`src/rtl/alu_arbiter.sv`:
```
// Round-robin arbiter sharing one 32-bit ALU among NUM_REQ requesters; each accepted
// op is captured in a one-deep registered response slot tagged with the requester ID.
module alu_arbiter #(
    parameter int NUM_REQ = 4,
    parameter int ID_W    = 2
) (
    input  logic                  clk,
    input  logic                  reset,
    input  logic [NUM_REQ-1:0]    req_valid,
    output logic [NUM_REQ-1:0]    req_ready,
    input  logic [NUM_REQ*32-1:0] req_a,
    input  logic [NUM_REQ*32-1:0] req_b,
    input  logic [NUM_REQ*3-1:0]  req_op,
    output logic                  rsp_valid,
    input  logic                  rsp_ready,
    output logic [ID_W-1:0]       rsp_id,
    output logic [31:0]           rsp_result,
    output logic                  rsp_zero
);

    // Handshake: a transfer occurs on a rising edge where valid and ready are both high.
    // valid never waits on ready, and the sender holds its payload stable until that edge.

    logic [ID_W-1:0] last_grant;
    logic [ID_W-1:0] win;
    logic            found;
    logic            can_accept;
    logic            accept;
    logic [31:0]     sel_a;
    logic [31:0]     sel_b;
    logic [2:0]      sel_op;
    logic [31:0]     alu_res;

    assign can_accept = !rsp_valid || rsp_ready;
    assign accept     = found && can_accept && !reset;

    // Priority starts just after the last winner and wraps; nearest offset wins.
    always_comb begin
        win   = last_grant;
        found = 1'b0;
        for (int k = 1; k <= NUM_REQ; k++) begin
            for (int i = 0; i < NUM_REQ; i++) begin
                if (!found && req_valid[i] && (i == (int'(last_grant) + k) % NUM_REQ)) begin
                    found = 1'b1;
                    win   = ID_W'(i);
                end
            end
        end
    end

    always_comb begin
        req_ready = '0;
        sel_a     = '0;
        sel_b     = '0;
        sel_op    = '0;
        for (int i = 0; i < NUM_REQ; i++) begin
            if (win == ID_W'(i)) begin
                req_ready[i] = accept;
                sel_a        = req_a[32*i +: 32];
                sel_b        = req_b[32*i +: 32];
                sel_op       = req_op[3*i +: 3];
            end
        end
    end

    // Unused encodings resolve to zero so no X can reach the slot.
    always_comb begin
        alu_res = '0;
        case (sel_op)
            3'b000:  alu_res = sel_a + sel_b;
            3'b001:  alu_res = sel_a - sel_b;
            3'b010:  alu_res = sel_a & sel_b;
            3'b011:  alu_res = sel_a | sel_b;
            3'b101:  alu_res = {31'd0, ($signed(sel_a) < $signed(sel_b))};
            default: alu_res = '0;
        endcase
    end

    always_ff @(posedge clk) begin
        if (reset) begin
            rsp_valid  <= 1'b0;
            rsp_id     <= '0;
            rsp_result <= '0;
            rsp_zero   <= 1'b0;
            last_grant <= ID_W'(NUM_REQ - 1);
        end else if (accept) begin
            rsp_valid  <= 1'b1;
            rsp_id     <= win;
            rsp_result <= alu_res;
            rsp_zero   <= (alu_res == 32'd0);
            last_grant <= win;
        end else if (rsp_ready) begin
            // Drain only clears the flag; data fields keep their last value.
            rsp_valid  <= 1'b0;
        end
    end

endmodule

```
`config.mk`:
```
export PLATFORM = sky130hd
export DESIGN_NAME = alu_arbiter
export DESIGN_NICKNAME = d
export VERILOG_FILES = /design/src/rtl/alu_arbiter.sv
export SDC_FILE = /design/constraint.sdc
export NUM_CORES = 1
export LEC_CHECK = 0
export BUFFER_PORTS_ARGS = -buffer_cell sky130_fd_sc_hd__buf_4
export CORE_MARGIN = 5
export CORE_UTILIZATION = 53
export CTS_CLUSTER_DIAMETER = 40
export DETAILED_ROUTE_END_ITERATION = 16
export MAX_ROUTING_LAYER = met4
export PLACE_DENSITY = 0.88
export SLEW_MARGIN = 20
export SYNTH_ARGS = -nofsm -noshare
export SYNTH_HDL_FRONTEND = slang
export SYNTH_SLANG_ARGS = --single-unit
export TNS_END_PERCENT = 5
```
`constraint.sdc`:
```
create_clock -name clk -period 6.85 [get_ports clk]
set_input_delay 0 -clock clk [delete_from_list [all_inputs] [get_ports clk]]
set_output_delay 0 -clock clk [all_outputs]
set_load 0.05 [all_outputs]
```
==> out/results.env <==
STATUS='finished clean'
ASYNC_FLOP_SHARE_PCT=0
WORST_PATH_MAX_DELAY_CELL='sky130_fd_sc_hd__a221oi_1'
SYNTHDOMINANTCELLAREASHARE_PCT=13.6
SYNTH.MUX.AREA_FRACTION_PCT=1.69
PATH_DEPTH=20
COMPOUND_GATE_PORTION_OF_THE_SYNTHESIZED_AREA_PCT=23.9
CLK_ROOT_BUFFER_CELL='sky130_fd_sc_hd__clkbuf_16'
SYNTH_NETS=1820
SYNTH_AREA_LEADER_CELL='sky130_fd_sc_hd__nand2_1'
WL_MET2_UM=16500
CRIT_PATH_CELL_TRACE='nor2b_1, nor3b_1, or2_4, buf_12, nand2_1, nand3_1, and2_1, ha_1, nor4_1, nor2_1, a21oi_1, nor2_1, a31oi_1, a2111oi_0, a221oi_1, o2111ai_1, or4_1, nor4_1, and4_1, a32o_1'
DESIGN.FINAL.NETS=2063
FLOORPLAN.INITIALDENSITY_PCT=53.7
PORT-BUFFER-COUNT=314
HOLD_VIOLATIONS=0
SYNTH_SEQ_CELLS=38
ANT_NETS=0
CPPEAKSTAGEDELAY_NS=0.59
TOTALNEGATIVESETUPSLACK_NS=0
REQUIRED_NS=7.07
DETAIL_ROUTE.ITER0.VIOLATIONS=948
TOTAL_LEAKAGE_POWER_nW=5.66
CTSLONGESTPATHBUFFERS=2
YS_TYPES=75
CRITICAL_PATH_ARRIVAL_NS=6.64
MAIN_COMBINATIONAL_CELL_FAMILY_BY_AREA_AFTER_SYNTHESIS='simple AND/OR/NAND/NOR gates'
COREAREA_MM2=0.0165
ROUTED_WL_UM=36100
LAYOUT-DRIVE-GT1-SHARE_PCT=20.9
ROUTED_VIA_DENSITY=6.06
SYNTH.AVG_CELL_AREA_UM2=6.13
FINAL_CELLS=1911
REPORT.POWER.TOTAL_mW=3.63
LEAST_MARGIN_PIN_SLEW_NS=1.10
CTS_BUFFERS=5
HOLD-WORST-SLACK_NS=0.0867
N_ANTENNA_CELL=0
CP_TOP_FAMILY='simple AND/OR/NAND/NOR gates'
RR_WORST_DEPTH=20
SLEW_VIOLATIONS=0
POWER_PER_CELL_AREA_mW_PER_MM2=316
POST-ROUTE-DRC-COUNT=0
SYNTH_CELLS=1447
SYNTH_WARNINGS=0
PLACED_CELL_AREA_MM2=0.0113
POST_SYNTH_XOR_AREA_FRACTION_PCT=1.88
GRT_PASS1_WL_UM=55200
SYNTH_ENABLE_FLOP_CELLS=0
SEQ_AREA_FRAC_SYNTH_PCT=8.58
INITIAL_ANTENNA_VIOLATION_COUNT=0
TOP_LEVEL_PORTS=315
CRITPATHKIND='flip-flop to flip-flop'
POSTLAYOUTCELLAREA_MM2=0.0115
GR-USAGE-ALL-LAYERS_PCT=35.3
SYNTHADDERAREAFRAC_PCT=14.0
HOLDPATHSTAGES=2
DPL.HPWL_UM=29300
CRIT_FANOUT=85
GRT_SETUP_UNREPAIRED='no'
MAX_CAP_VIOLATIONS=0
VIAS=11578
PRE_CTS_WS_NS=0.778
CLKTRANSATPATHREGS_NS=0.05
GP_CONGESTION=1.01
AREA_DELTA_SYNTH_FINAL_PCT=29.7
CTS.REPAIR.RESIZED=0
FIN_CRIT_NS=6.42
CLKSINKCOUNT=38
ROWS=47
WL_MET1_UM=15100
FIN_CRIT_SH_PCT=93.7
ROUTE.TOP_LAYER_USED='met4'
TIMING.FINAL.WS_SETUP_NS=0.428
CLKLATENCYLATEPIN_NS=0.28
TRITONCTS_CLOCK_TREE='built'
DETAILROUTE.WIRELENGTH.MET3_UM=3190
SYNTH_FLOP_CELL='sky130_fd_sc_hd__dfxtp_1'
CTS_MAX_LEVEL=2
GRT_REMAINING_OVERFLOW=0
PATH_BUF_INV=1
SYNTH_AREA_IN_SIMPLE_GATES_PCT=41.8
WORST_SETUP_PATH_START_KIND='flip-flop'
DESIGN.DIE.AREA_MM2=0.0194
YOSYS-TOP-CELLS-AREA='sky130_fd_sc_hd__nand2_1, sky130_fd_sc_hd__ha_1, sky130_fd_sc_hd__dfxtp_1, sky130_fd_sc_hd__nand3_1, sky130_fd_sc_hd__and2_1'
SETUP_VIOLATIONS=0
FINAL_CORE_UTIL_PCT=69.6
FP.DIEH_UM=139
MAX-SLEW-MARGIN-REL_PCT=26.4
PIN_COUNT_OF_THE_BIGGEST_NET_ENTERING_GLOBAL_ROUTING=86
FIRST_GLOBAL_VIAS=10601
WORSTHOLDPATHTYPE='input port to flip-flop'
ACHIEVABLE-FREQUENCY_GHz=0.156
FLOORPLAN.DIE.WIDTH_UM=139
PLACE_INST=1901
SYN_AREA_MM2=0.00887
POST_DR_WIRELENGTH_CELL_UM=18.9
IR_DROP_mV=0.238
DR.PASS1.ITERS=5
CP-END-KIND='flip-flop'
CLOCK-SKEW-FINAL_NS=0.00419
## final timing paths
path	from	endpoint	slack, ns
worst max register to register	last_grant[0]$_SDFFE_PP1P_	rsp_zero$_SDFFE_PP0P_	0.43
worst max-delay path	last_grant[0]$_SDFFE_PP1P_	rsp_zero$_SDFFE_PP0P_	0.43
worst min-delay path	reset	rsp_valid$_SDFFE_PP0P_	0.09
worst min register to register	rsp_id[1]$_SDFFE_PP0P_	rsp_id[1]$_SDFFE_PP0P_	0.46
## cells in the final DEF (no fill, tap or decap), types with 5 or more instances in the layout
cell	Yosys	layout
sky130_fd_sc_hd__nor2_1	82	80
sky130_fd_sc_hd__nor3_1	26	25
sky130_fd_sc_hd__buf_4	1	325
sky130_fd_sc_hd__o22ai_1	5	5
sky130_fd_sc_hd__a2111oi_0	8	8
sky130_fd_sc_hd__a221oi_1	9	9
sky130_fd_sc_hd__a21o_1	17	17
sky130_fd_sc_hd__o211a_1	5	5
sky130_fd_sc_hd__xnor2_1	15	15
sky130_fd_sc_hd__or3_1	5	5
sky130_fd_sc_hd__clkbuf_16	0	5
sky130_fd_sc_hd__nand4_1	6	6
sky130_fd_sc_hd__dfxtp_1	38	38
sky130_fd_sc_hd__o21a_1	9	9
sky130_fd_sc_hd__o31ai_1	9	9
sky130_fd_sc_hd__a21oi_1	68	68
sky130_fd_sc_hd__nor4_1	11	11
sky130_fd_sc_hd__nand3b_1	31	31
sky130_fd_sc_hd__a31oi_1	11	11
sky130_fd_sc_hd__nand2b_1	22	22
sky130_fd_sc_hd__inv_1	95	95
sky130_fd_sc_hd__o21ai_0	73	73
sky130_fd_sc_hd__and3_1	10	10
sky130_fd_sc_hd__a311oi_1	5	5
sky130_fd_sc_hd__nand3_1	150	150
sky130_fd_sc_hd__a22oi_1	7	7
sky130_fd_sc_hd__ha_1	96	96
sky130_fd_sc_hd__nand2_1	322	321
sky130_fd_sc_hd__o211ai_1	15	15
sky130_fd_sc_hd__and2_1	70	70
sky130_fd_sc_hd__a211oi_1	25	25
sky130_fd_sc_hd__mux2i_1	6	6
sky130_fd_sc_hd__nor2b_1	16	16
sky130_fd_sc_hd__o21bai_1	8	8
## logic make-up after synthesis
family | count (synthesis)
buffers and inverters | 191
XOR/XNOR | 19
AO/OA/AOI/OAI | 317
multiplexers | 10
flip-flops | 38
AND/OR/NAND/NOR | 774
adder cells (fa/ha/maj) | 98
## where the power goes
group | total [mW] | leakage [nW] | internal, mW | switching, mW
clock | 0.253 | 0.0836 | 0.170 | 0.0829
combinational | 3.06 | 5.26 | 1.10 | 1.96
sequential | 0.317 | 0.313 | 0.283 | 0.0340
total | 3.63 | 5.66 | 1.56 | 2.08
## registers in the layout, indices dropped and copies added, names as in the netlist
name,flops
last_grant,2
rsp_result,32
rsp_zero,1
rsp_id,2
rsp_valid,1
## layer usage
metal | up-vias | track usage [%]
met2 | 638 | 56.5
met4 | 0 | 12.3
met1 | 5327 | 46.8
li1 | 5515 | -
met3 | 98 | 3.09
met5 | - | -
## cell usage after synthesis, types with 6 or more instances
master,n
sky130_fd_sc_hd__a2111oi_0,8
sky130_fd_sc_hd__a211oi_1,25
sky130_fd_sc_hd__a21o_1,17
sky130_fd_sc_hd__a21oi_1,68
sky130_fd_sc_hd__a221oi_1,9
sky130_fd_sc_hd__a22oi_1,7
sky130_fd_sc_hd__a31oi_1,11
sky130_fd_sc_hd__and2_1,70
sky130_fd_sc_hd__and3_1,10
sky130_fd_sc_hd__buf_1,11
sky130_fd_sc_hd__buf_2,6
sky130_fd_sc_hd__clkbuf_1,77
sky130_fd_sc_hd__dfxtp_1,38
sky130_fd_sc_hd__ha_1,96
sky130_fd_sc_hd__inv_1,95
sky130_fd_sc_hd__mux2i_1,6
sky130_fd_sc_hd__nand2_1,322
sky130_fd_sc_hd__nand2b_1,22
sky130_fd_sc_hd__nand3_1,150
sky130_fd_sc_hd__nand3b_1,31
sky130_fd_sc_hd__nand4_1,6
sky130_fd_sc_hd__nor2_1,82
sky130_fd_sc_hd__nor2b_1,16
sky130_fd_sc_hd__nor3_1,26
sky130_fd_sc_hd__nor4_1,11
sky130_fd_sc_hd__o211ai_1,15
sky130_fd_sc_hd__o21a_1,9
sky130_fd_sc_hd__o21ai_0,73
sky130_fd_sc_hd__o21bai_1,8
sky130_fd_sc_hd__o31ai_1,9
sky130_fd_sc_hd__xnor2_1,15
## area by class of cell
type	instances	area [µm²]
sequential	38	761
clock inverter	3	40.0
tap	220	275
inverter	96	360
timing repair buffer	331	2540
clock buffer	5	125
multi-input combinational	1218	7410
fill	1492	5020
## repair_timing
item,4_1_cts,5_1_grt
hold endpoints to repair,1,0
hold buffers,2,0
setup buffers,0,0
(Power assumes the default switching activity.)
